<file path="src/rtl/rv32_pipe_pkg.sv">
// Shared RV32 pipeline types: NOP encoding, pc/instr words and the buffered entry payload.
package rv32_pipe_pkg;

    localparam int unsigned XLEN = 32;

    localparam logic [XLEN-1:0] RV32_NOP = 32'h0000_0013;

    typedef logic [XLEN-1:0] pc_t;
    typedef logic [XLEN-1:0] instr_t;

    typedef struct packed {
        pc_t    pc;
        instr_t instr;
    } pipe_entry_t;

endpackage

</file>
<file path="src/rtl/pipe_stage_buf_if.sv">
// Valid/ready channel carrying a pc/instruction pair between two pipeline stages.
interface pipe_stage_buf_if #(
    parameter int unsigned PC_W   = 32,
    parameter int unsigned DATA_W = 32
);

    logic              valid;
    logic              ready;
    logic [PC_W-1:0]   pc;
    logic [DATA_W-1:0] instr;

    modport master (
        output valid,
        output pc,
        output instr,
        input  ready
    );

    modport slave (
        input  valid,
        input  pc,
        input  instr,
        output ready
    );

endinterface

</file>
<file path="src/rtl/pipe_fifo_ctrl.sv">
// Pointer, occupancy and full/empty control for the in-order pipeline buffer.
module pipe_fifo_ctrl #(
    parameter int unsigned DEPTH = 2
) (
    input  logic                                        clk,
    input  logic                                        reset,
    input  logic                                        i_flush,
    input  logic                                        i_push_req,
    input  logic                                        i_pop_req,
    output logic                                        o_push,
    output logic                                        o_pop,
    output logic                                        o_in_ready,
    output logic                                        o_out_valid,
    output logic [((DEPTH > 1) ? $clog2(DEPTH) : 1)-1:0] o_wr_ptr,
    output logic [((DEPTH > 1) ? $clog2(DEPTH) : 1)-1:0] o_rd_ptr,
    output logic [$clog2(DEPTH+1)-1:0]                  o_count
);

    localparam int unsigned CNT_W = $clog2(DEPTH + 1);
    localparam int unsigned PTR_W = (DEPTH > 1) ? $clog2(DEPTH) : 1;

    logic [CNT_W-1:0] r_count;
    logic             w_push;
    logic             w_pop;
    logic             w_in_ready;
    logic             w_out_valid;

    // Ready/valid depend only on stored occupancy and flush, never on the far-side handshake
    assign w_in_ready  = (r_count < CNT_W'(DEPTH)) & ~i_flush;
    assign w_out_valid = (r_count != '0) & ~i_flush;
    assign w_push      = i_push_req & w_in_ready;
    assign w_pop       = w_out_valid & i_pop_req;

    always_ff @(posedge clk) begin
        if (reset || i_flush) begin
            r_count <= '0;
        end else begin
            r_count <= r_count + CNT_W'(w_push) - CNT_W'(w_pop);
        end
    end

    generate
        if (DEPTH == 1) begin : g_single
            // One slot: the occupancy bit is the whole state
            assign o_wr_ptr = '0;
            assign o_rd_ptr = '0;
        end else begin : g_ring
            logic [PTR_W-1:0] r_wr_ptr;
            logic [PTR_W-1:0] r_rd_ptr;

            // Power-of-two depth lets the pointers wrap by natural overflow
            always_ff @(posedge clk) begin
                if (reset || i_flush) begin
                    r_wr_ptr <= '0;
                    r_rd_ptr <= '0;
                end else begin
                    if (w_push) begin
                        r_wr_ptr <= r_wr_ptr + PTR_W'(1);
                    end
                    if (w_pop) begin
                        r_rd_ptr <= r_rd_ptr + PTR_W'(1);
                    end
                end
            end

            assign o_wr_ptr = r_wr_ptr;
            assign o_rd_ptr = r_rd_ptr;
        end
    endgenerate

    assign o_push      = w_push;
    assign o_pop       = w_pop;
    assign o_in_ready  = w_in_ready;
    assign o_out_valid = w_out_valid;
    assign o_count     = r_count;

endmodule

</file>
<file path="src/rtl/pipe_stage_buf.sv">
// DEPTH-entry in-order pipeline boundary buffer with valid/ready on both sides; NOP bubble when empty.
// Optional PIPE_STAGE_PERF_EN adds saturating stall_cycles / flush_events counters.
module pipe_stage_buf
    import rv32_pipe_pkg::*;
#(
    parameter int unsigned       PC_W     = 32,
    parameter int unsigned       DATA_W   = 32,
    parameter int unsigned       DEPTH    = 2,
    parameter logic [DATA_W-1:0] NOP_WORD = DATA_W'(RV32_NOP)
) (
    input  logic                       clk,
    input  logic                       reset,
    input  logic                       flush,
    pipe_stage_buf_if.slave            up,
    pipe_stage_buf_if.master           dn,
    output logic [$clog2(DEPTH+1)-1:0] count
`ifdef PIPE_STAGE_PERF_EN
    ,
    output logic [31:0]                stall_cycles,
    output logic [31:0]                flush_events
`endif
);

    localparam int unsigned PTR_W = (DEPTH > 1) ? $clog2(DEPTH) : 1;

    logic             w_push;
    logic             w_pop;
    logic             w_in_ready;
    logic             w_out_valid;
    logic [PTR_W-1:0] w_wr_ptr;
    logic [PTR_W-1:0] w_rd_ptr;

    logic [PC_W-1:0]   r_pc_mem    [DEPTH];
    logic [DATA_W-1:0] r_instr_mem [DEPTH];

    pipe_fifo_ctrl #(
        .DEPTH (DEPTH)
    ) u_ctrl (
        .clk         (clk),
        .reset       (reset),
        .i_flush     (flush),
        .i_push_req  (up.valid),
        .i_pop_req   (dn.ready),
        .o_push      (w_push),
        .o_pop       (w_pop),
        .o_in_ready  (w_in_ready),
        .o_out_valid (w_out_valid),
        .o_wr_ptr    (w_wr_ptr),
        .o_rd_ptr    (w_rd_ptr),
        .o_count     (count)
    );

    // Storage is not reset; contents are only observed behind out_valid
    always_ff @(posedge clk) begin
        if (w_push) begin
            r_pc_mem[w_wr_ptr]    <= up.pc;
            r_instr_mem[w_wr_ptr] <= up.instr;
        end
    end

    assign up.ready = w_in_ready;
    assign dn.valid = w_out_valid;
    assign dn.pc    = w_out_valid ? r_pc_mem[w_rd_ptr]    : '0;
    assign dn.instr = w_out_valid ? r_instr_mem[w_rd_ptr] : NOP_WORD;

`ifdef PIPE_STAGE_PERF_EN
    logic [31:0] r_stall_cycles;
    logic [31:0] r_flush_events;

    // Saturating counters; only reset clears them
    always_ff @(posedge clk) begin
        if (reset) begin
            r_stall_cycles <= '0;
            r_flush_events <= '0;
        end else begin
            if (up.valid && !w_in_ready && !flush && (r_stall_cycles != '1)) begin
                r_stall_cycles <= r_stall_cycles + 32'd1;
            end
            if (flush && (r_flush_events != '1)) begin
                r_flush_events <= r_flush_events + 32'd1;
            end
        end
    end

    assign stall_cycles = r_stall_cycles;
    assign flush_events = r_flush_events;
`endif

    logic w_unused;
    assign w_unused = w_pop;

endmodule
</file>
<file path="src/flat_wrapper.sv">
// flat-port wrapper written by rule: the top's interface ports become plain ports
module pipe_stage_buf_flat import rv32_pipe_pkg::*;
#(
    parameter int unsigned       PC_W     = 32,
    parameter int unsigned       DATA_W   = 32,
    parameter int unsigned       DEPTH    = 2,
    parameter logic [DATA_W-1:0] NOP_WORD = DATA_W'(RV32_NOP)
)
  (clk, reset, flush, count, up_valid, up_pc, up_instr, up_ready, dn_valid, dn_pc, dn_instr, dn_ready);
  pipe_stage_buf_if #(.PC_W(PC_W), .DATA_W(DATA_W)) up_i ();
  pipe_stage_buf_if #(.PC_W(PC_W), .DATA_W(DATA_W)) dn_i ();
  input  logic clk;
  input  logic reset;
  input  logic flush;
  output logic [$clog2(DEPTH+1)-1:0] count;
  input wire logic [$bits(up_i.valid)-1:0] up_valid;
  input wire logic [$bits(up_i.pc)-1:0] up_pc;
  input wire logic [$bits(up_i.instr)-1:0] up_instr;
  output wire logic [$bits(up_i.ready)-1:0] up_ready;
  output wire logic [$bits(dn_i.valid)-1:0] dn_valid;
  output wire logic [$bits(dn_i.pc)-1:0] dn_pc;
  output wire logic [$bits(dn_i.instr)-1:0] dn_instr;
  input wire logic [$bits(dn_i.ready)-1:0] dn_ready;
  assign up_i.valid = up_valid;
  assign up_i.pc = up_pc;
  assign up_i.instr = up_instr;
  assign up_ready = up_i.ready;
  assign dn_valid = dn_i.valid;
  assign dn_pc = dn_i.pc;
  assign dn_instr = dn_i.instr;
  assign dn_i.ready = dn_ready;
  pipe_stage_buf #(.PC_W(PC_W), .DATA_W(DATA_W), .DEPTH(DEPTH), .NOP_WORD(NOP_WORD)) u_core (.clk(clk), .reset(reset), .flush(flush), .up(up_i), .dn(dn_i), .count(count));
endmodule
</file>
<file path="config.mk">
export PLATFORM = sky130hd
export DESIGN_NAME = pipe_stage_buf_flat
export DESIGN_NICKNAME = d
export VERILOG_FILES = /design/src/rtl/rv32_pipe_pkg.sv /design/src/rtl/pipe_stage_buf_if.sv /design/src/rtl/pipe_fifo_ctrl.sv /design/src/rtl/pipe_stage_buf.sv /design/src/flat_wrapper.sv
export SDC_FILE = /design/constraint.sdc
export NUM_CORES = 1
export LEC_CHECK = 0
export CORE_ASPECT_RATIO = 0.8
export CORE_UTILIZATION = 48
export DETAILED_ROUTE_END_ITERATION = 6
export MAX_ROUTING_LAYER = met4
export PLACE_DENSITY = 0.79
export SLEW_MARGIN = 20
export SYNTH_ARGS = -nofsm -noshare
export SYNTH_HDL_FRONTEND = slang
export SYNTH_SLANG_ARGS = --single-unit
</file>
<file path="constraint.sdc">
create_clock -name clk -period 5.75 [get_ports clk]
set_clock_uncertainty 0.2 [all_clocks]
set_input_delay 1.15 -clock clk [delete_from_list [all_inputs] [get_ports clk]]
set_output_delay 1.15 -clock clk [all_outputs]
set_load 0.02 [all_outputs]
</file>
==> impl_results.md, run 1 <==
- Adder-cell share of the synthesized area: 0.491%
- Grt total ovfl: 0
- CTS Hold Bufs: 0
- Die width: 117 um
- Syn Nets: 370
- Number of routed nets with antenna violations: 0
- Filler cells: 675
- Total CTS buffers: 17
- Synth Register Bits: 133
- Critical Path Start: flush
- Share of cells above drive strength 1: 8.15%
- Synth Area in XOR/XNOR: 0.516%
- Clock-pin slew on the worst setup and hold paths: 0.05 ns
- Endpoint, Worst Hold: u_core.u_ctrl.o_rd_ptr
- Critical Path Source Type: input port
- Multiplexer share of the synthesized area: 12.6%
- Hold depth: 2
- Sequential area share after synthesis: 77.4%
- DR vias/cell: 4.91
- Period utilisation layout: 84.7%
- Final WS setup: 0.883 ns
- DRC: 0
- Hpwl dp: 6180 um
- Max-slew headroom: 26.0%
- Core region area: 0.0103 mm2
- FF-to-FF Start: u_core.u_ctrl.o_count[1]
- Async set or reset register ratio after synthesis: 0%
- FP Rows: 33
- Setup repair bufs after CTS: 0
- Minimum clock period: 4.87 ns
- Simple-Gate Fraction of Synth Area: 6.36%
- Vias in the first global route: 2966
- First-pass GRT wire length: 14700 um
- Pre-CTS setup slack: 0.854 ns
- Die ar.: 0.0110 mm2
- Hold Fails Final Rpt: 0
- CP required: 4.40 ns
- Crit path capture type: output pin
- Max-slew violations: 0
- Max Cap Viol: 0
- Largest family of logic cells by synthesized area: multiplexers
- Synth top area share: 75.5%
- Final count of negative-setup-slack endpoints: 0
- P&R area growth vs syn: 41.3%
- Skew-Pair Late Insertion Delay: 0.39 ns
- Diode count: 0
- H-tree levels: 4
- Drt initial violations: 141
- YS warnings: 0
- CTS sink cnt: 133
- Arr. time, crit path: 3.52 ns
- I/O pins: 137
- R2r worst-path depth: 10
- Main area contributors after synthesis: edfxtp_1 75%, mux2i_1 13%, nor2_1 4.7%
- Syn avg cell area: 17.0 um2
- RR Endpoint: u_core.u_ctrl.o_count[1]
- Pin count of the biggest net entering global routing: 65
- LEAKAGE: 2.32 nW
- Vias: 2917
- Main synth FF type: edfxtp_1
- Max Clk Rate: 205 MHz
- Syn Std Cell Area: 0.00509 mm2
- Setup CP Type: input port to output pin
- Crit-path max FO: 50
- Worst reg2reg setup slack: 2.69 ns
- Post-CTS resize count: 0
- PwrDens: 333 mW/mm2
- Synth top cells by count: 128 x edfxtp_1, 64 x mux2i_1, 64 x nor2_1, 7 x buf_6, 6 x buf_2
- RSZ-0062 raised after global routing: false
- Global-route usage over all layers: 19.0%
- Drt total wl: 9810 um
- Initial core utilization: 49.5%
- VDD IR-drop max: 179 uV
- Gpl congestion: 0.748
- Worst slew pin tran: 1.11 ns
- Worst Hold Launch: u_core.u_ctrl.o_rd_ptr
- Status: completed
- Synth Area in Compound Gates: 0.0983%
- Post-synth EDFFs: 128
- Initial antenna violation count: 0
- Chip height: 94.1 um
- Yosys top cell by area: edfxtp_1
- Clk buf depth: 2
- Top-count cell post-synth: edfxtp_1
- 1st-pass router iterations: 6
- Root buffer cell: clkbuf_16
- DR WL/cell: 16.5 um
- Number of distinct library cells after synthesis: 21
- Nets: 514
- IO Port Bufs: 136
- Hold crit path type: flip-flop to flip-flop
- Post-Syn Instances: 299
- CTS tree: yes
- Fin Setup TNS: 0 ns
## critical path: stages
cell	delay, ns
clkdlybuf4s50_1	0.60
or2_2	0.83
buf_4	0.32
nor2_1	0.07
clkdlybuf4s50_1	0.54
## cells by family after synthesis
logic type                 after synthesis
AOI/OAI and AO/OA                        1
xor gates and xnor gates                 3
adders and majority gates                2
buffers and inverters                   17
DFF                                    133
muxes                                   64
and+or+nand+nor                         79
## layout by cell type, fill, tap and decap left out
cell | Yosys | layout
nor2_1 | 64 | 64
xnor2_1 | 1 | 1
nor3b_1 | 1 | 1
buf_12 | 0 | 1
edfxtp_1 | 128 | 128
dfxtp_1 | 5 | 4
clkinv_4 | 0 | 2
bufinv_16 | 0 | 5
clkinv_1 | 0 | 1
and2_1 | 2 | 2
nor2b_4 | 0 | 1
xor2_1 | 2 | 2
nor2b_1 | 2 | 1
clkbuf_16 | 0 | 17
buf_4 | 1 | 2
ha_1 | 2 | 2
nor4b_1 | 1 | 1
mux2i_1 | 64 | 64
clkdlybuf4s50_1 | 0 | 136
clkinv_2 | 0 | 1
inv_1 | 2 | 2
inv_6 | 0 | 1
nand2_1 | 4 | 4
and3_2 | 0 | 1
dfxtp_4 | 0 | 1
clkinvlp_4 | 0 | 3
inv_2 | 1 | 1
or2_2 | 0 | 1
nor3_1 | 3 | 3
o21ai_0 | 1 | 1
## layer usage
layer	track usage, %	wire (um)
met1	23.1	4340
met2	29.8	4680
met3	6.77	727
met4	6.01	55
met5	-	0
## report_power, final
group          switching, mW  internal, mW
clock                  0.384         0.764
combinational         0.0627        0.0753
sequential            0.0110          1.10
## area by class of cell
cell class / instances / area [um2] / area share, %
Sequential cell: 133 / 3950 / 54.9
Clock inverter: 13 / 208 / 2.89
Inverter: 3 / 11.3 / 0.157
Multi-Input combinational cell: 149 / 1030 / 14.3
Timing Repair Buffer: 139 / 1400 / 19.4
Tap cell: 140 / 175 / 2.44
Clock buffer: 17 / 425 / 5.91
## sequential cells by signal, indices dropped and copies added (netlist names), named ones only
signal	flops
u_core.u_ctrl.o_rd_ptr	1
u_core.r_pc_mem	64
u_core.u_ctrl.o_count	2
u_core.u_ctrl.o_wr_ptr	1
u_core.r_instr_mem	64
## per-stage QoR
| stage | cell area [um2] | hold WS, ns | power, mW | utilization (%) | instances |
|---|---|---|---|---|---|
| floorplan | 5090 | 0.320 | 1.18 | - | 299 |
| global placement | 6560 | 0.361 | 1.26 | 63.8 | 564 |
| detailed placement | 6560 | 0.370 | 1.27 | 63.8 | 564 |
| CTS | 7190 | 0.383 | 2.41 | 70.0 | 594 |
| global route | 7190 | 0.417 | 2.46 | 70.0 | 594 |
| finish | 7190 | 0.373 | 2.39 | 70.0 | 594 |
## how the worst max path moves through the flow
| stage | to | slack (ns) |
|---|---|---|
| finish | dn_pc[13] | 0.88 |
| global route | dn_pc[22] | 0.70 |
| CTS | dn_pc[22] | 0.85 |
| detailed placement | dn_pc[15] | 0.85 |
| global placement | dn_pc[28] | 0.92 |
| floorplan | u_core.r_instr_mem[0][0] | 0.49 |
(Power assumes the default switching activity.)
==> run 2: changes to the inputs <==
==> constraint.sdc (replaced) <==
create_clock -name clk -period 4.9 [get_ports clk]
set_clock_uncertainty 0.2 [all_clocks]
set_input_delay 0.98 -clock clk [delete_from_list [all_inputs] [get_ports clk]]
set_output_delay 0.98 -clock clk [all_outputs]
set_load 0.02 [all_outputs]
==> impl_results.md, run 2 (synthesis results as in run 1) <==
- Status: completed
- Comb pwr share: 5.9% (about the same)
- CP required: 3.72 ns (-0.68 ns)
- Switching Fraction: 19.1% (about the same)
- Filler cells: 669 (-0.89%)
- CTS tree: yes
- DRC: 0 (unchanged)
- WP buf/inv: 3 (unchanged)
- Hpwl dp: 5880 um (-5.0%)
- Worst slew pin tran: 0.921 ns (-0.189 ns)
- Max-slew violations: 0 (unchanged)
- LEAKAGE: 2.35 nW (+0.97%)
- CP dominant cell by count: clkdlybuf4s50_1
- Chip height: 94.1 um (unchanged)
- Total CTS buffers: 17 (unchanged)
- Nets: 517 (+0.58%)
- CP delay by family, top: buffers and inverters
- CTS sink cnt: 133 (unchanged)
- Drt initial violations: 131 (-7.1%)
- Clk buf depth: 2 (unchanged)
- Setup repair bufs after CTS: 0 (unchanged)
- Post-CTS resize count: 0 (unchanged)
- CTS Hold Bufs: 0 (unchanged)
- Period utilisation layout: 83.4%
- Hold crit path type: flip-flop to flip-flop
- Clock-pin slew on the worst setup and hold paths: 0.05 ns (about the same)
- DR WL/cell: 15.8 um (-4.2%)
- Vias: 2897 (-0.69%)
- Pin count of the biggest net entering global routing: 65 (unchanged)
- Core region area: 0.0103 mm2 (unchanged)
- FP Rows: 33 (unchanged)
- Register area: 0.00395 mm2 (unchanged)
- Final count of negative-setup-slack endpoints: 0 (unchanged)
- Area of the multi-input gates: 0.00103 mm2 (unchanged)
- 1st-pass router iterations: 4 (-2)
- Die width: 117 um (unchanged)
- Gpl congestion: 0.759 (+1.4%)
- Clock power frac: 48.0% (about the same)
- Minimum clock period: 4.09 ns
- Initial core utilization: 49.5% (unchanged)
- Sequential power share: 46.1% (-0.2 points)
- Vias in the first global route: 2945 (-0.71%)
- Max Clk Rate: 245 MHz
- CP Cell Sequence: clkdlybuf4s50_1, or2_2, buf_4, nor2_1, clkdlybuf4s50_1
- Number of routed nets with antenna violations: 0 (unchanged)
- Net Sw Power: 538 uW (+17%)
- DR vias/cell: 4.84 (-1.5%)
- PwrDens: 388 mW/mm2 (+17%)
- Fin Setup TNS: 0 ns (unchanged)
- Slowest cell on the critical path: clkdlybuf4s50_1
- Skew-Pair Late Insertion Delay: 0.40 ns (about the same)
- Dpl cells: 566 (+0.35%)
- Design Power: 2.81 mW (+18%)
- VDD IR-drop max: 310 uV (+73%)
- RSZ-0062 raised after global routing: false
- First-pass GRT wire length: 14400 um (-2.2%)
- Critical Path Source Type: input port
- P&R area growth vs syn: 42.2%
- Max incr delay on CP: 0.64 ns (-0.19 ns)
- Arr. time, crit path: 2.91 ns (-0.61 ns)
- Most frequent cells in the layout: 136 x clkdlybuf4s50_1, 128 x edfxtp_1, 64 x nor2_1, 64 x mux2i_1, 17 x clkbuf_16
- Critical Path Start: flush
- Drt total wl: 9480 um (-3.3%)
- Initial antenna violation count: 0 (unchanged)
- Crit path capture type: output pin
- Fin util: 70.5% (+0.49 points)
- Crit-path max FO: 30 (-40%)
- Hold Fails Final Rpt: 0 (unchanged)
- Share of cells above drive strength 1: 8.28% (+0.13 points)
- Final hold slack: 0.379 ns (+0.00612 ns)
- I/O pins: 137 (unchanged)
- Max-slew headroom: 38.6% (+13 points)
- Pint: 2.28 mW (+18%)
- FF-to-FF Start: u_core.u_ctrl.o_count[1]
- Global-route usage over all layers: 18.7% (-0.28 points)
- Max Cap Viol: 0 (unchanged)
- Final Non-Filler Cells: 599 (+0.84%)
- Setup CP Type: input port to output pin
- Commonest non-fill, non-tap cell in the layout: clkdlybuf4s50_1
- Grt total ovfl: 0 (unchanged)
- H-tree levels: 4 (unchanged)
- Worst Hold Launch: u_core.u_ctrl.o_rd_ptr
- Diode count: 0 (unchanged)
- IO Port Bufs: 136 (unchanged)
- Root buffer cell: clkbuf_16
- Die ar.: 0.0110 mm2 (unchanged)
[run 2: cell types whose count changed in the layout (fill, tap and decap cells not counted)]
cell and delta:
clkinv_1 +3, buf_12 +2, buf_4 +1, clkbuf_1 +1
clkinv_2 -1, clkinv_4 -1, clkinvlp_4 -1, inv_6 +1
[run 2: through the flow]
step | instance area, um2 | setup slack (ns)
after global placement | 6590 | 0.823
final | 7240 | 0.814
after floorplan | 5090 | 1.04
after global routing | 7240 | 0.710
after CTS | 7220 | 0.789
after detailed placement | 6590 | 0.804
[run 2: per-layer routing]
metal  vias up  GRT usage, %  part of all wire [%]
li1       1403             -                     -
met1      1377          23.8                    45
met2       113          28.2                    47
met3         4          6.77                   7.3
met4         0          5.70                  0.52
met5         -             -                     0
[run 2: final cells by class]
type	instances	area share, %
Clock buffer	18	5.93
Multi-Input combinational cell	149	14.2
Tap cell	140	2.42
Timing Repair Buffer	142	19.9
Sequential cell	133	54.5
Clock inverter	14	2.85
Inverter	3	0.155
[run 2: power groups by stage]
| stage | Sequential (mW) | Combinational [mW] | Clock [mW] |
|---|---|---|---|
| 5_1_grt | 1.30 | 0.179 | 1.42 |
| 2_1_floorplan | 1.32 | 0.0661 | 0 |
| 6_report | 1.30 | 0.166 | 1.35 |
| 4_1_cts | 1.30 | 0.165 | 1.37 |
| 3_3_place_gp | 1.32 | 0.160 | 0 |
| 3_5_place_dp | 1.32 | 0.163 | 0 |
[run 2: path summary, 6_finish.rpt]
path,endpoint,slack [ns],cells past startpoint
min,flip-flop,0.38,2
max reg2reg,u_core.u_ctrl.o_count[1],2.34,11
max,dn_pc[25],0.81,5
min reg2reg,flip-flop,0.38,2
[run 2: worst register-to-register path, stage by stage (launching register included)]
cell and delay [ns]:
dfxtp_1 0.44, nor2_1 0.07, or2_2 0.28, buf_4 0.25, inv_2 0.14, and2_1 0.13
ha_1 0.22, inv_1 0.06, ha_1 0.15, xor2_1 0.20, nor2_1 0.07, nor4b_1 0.26
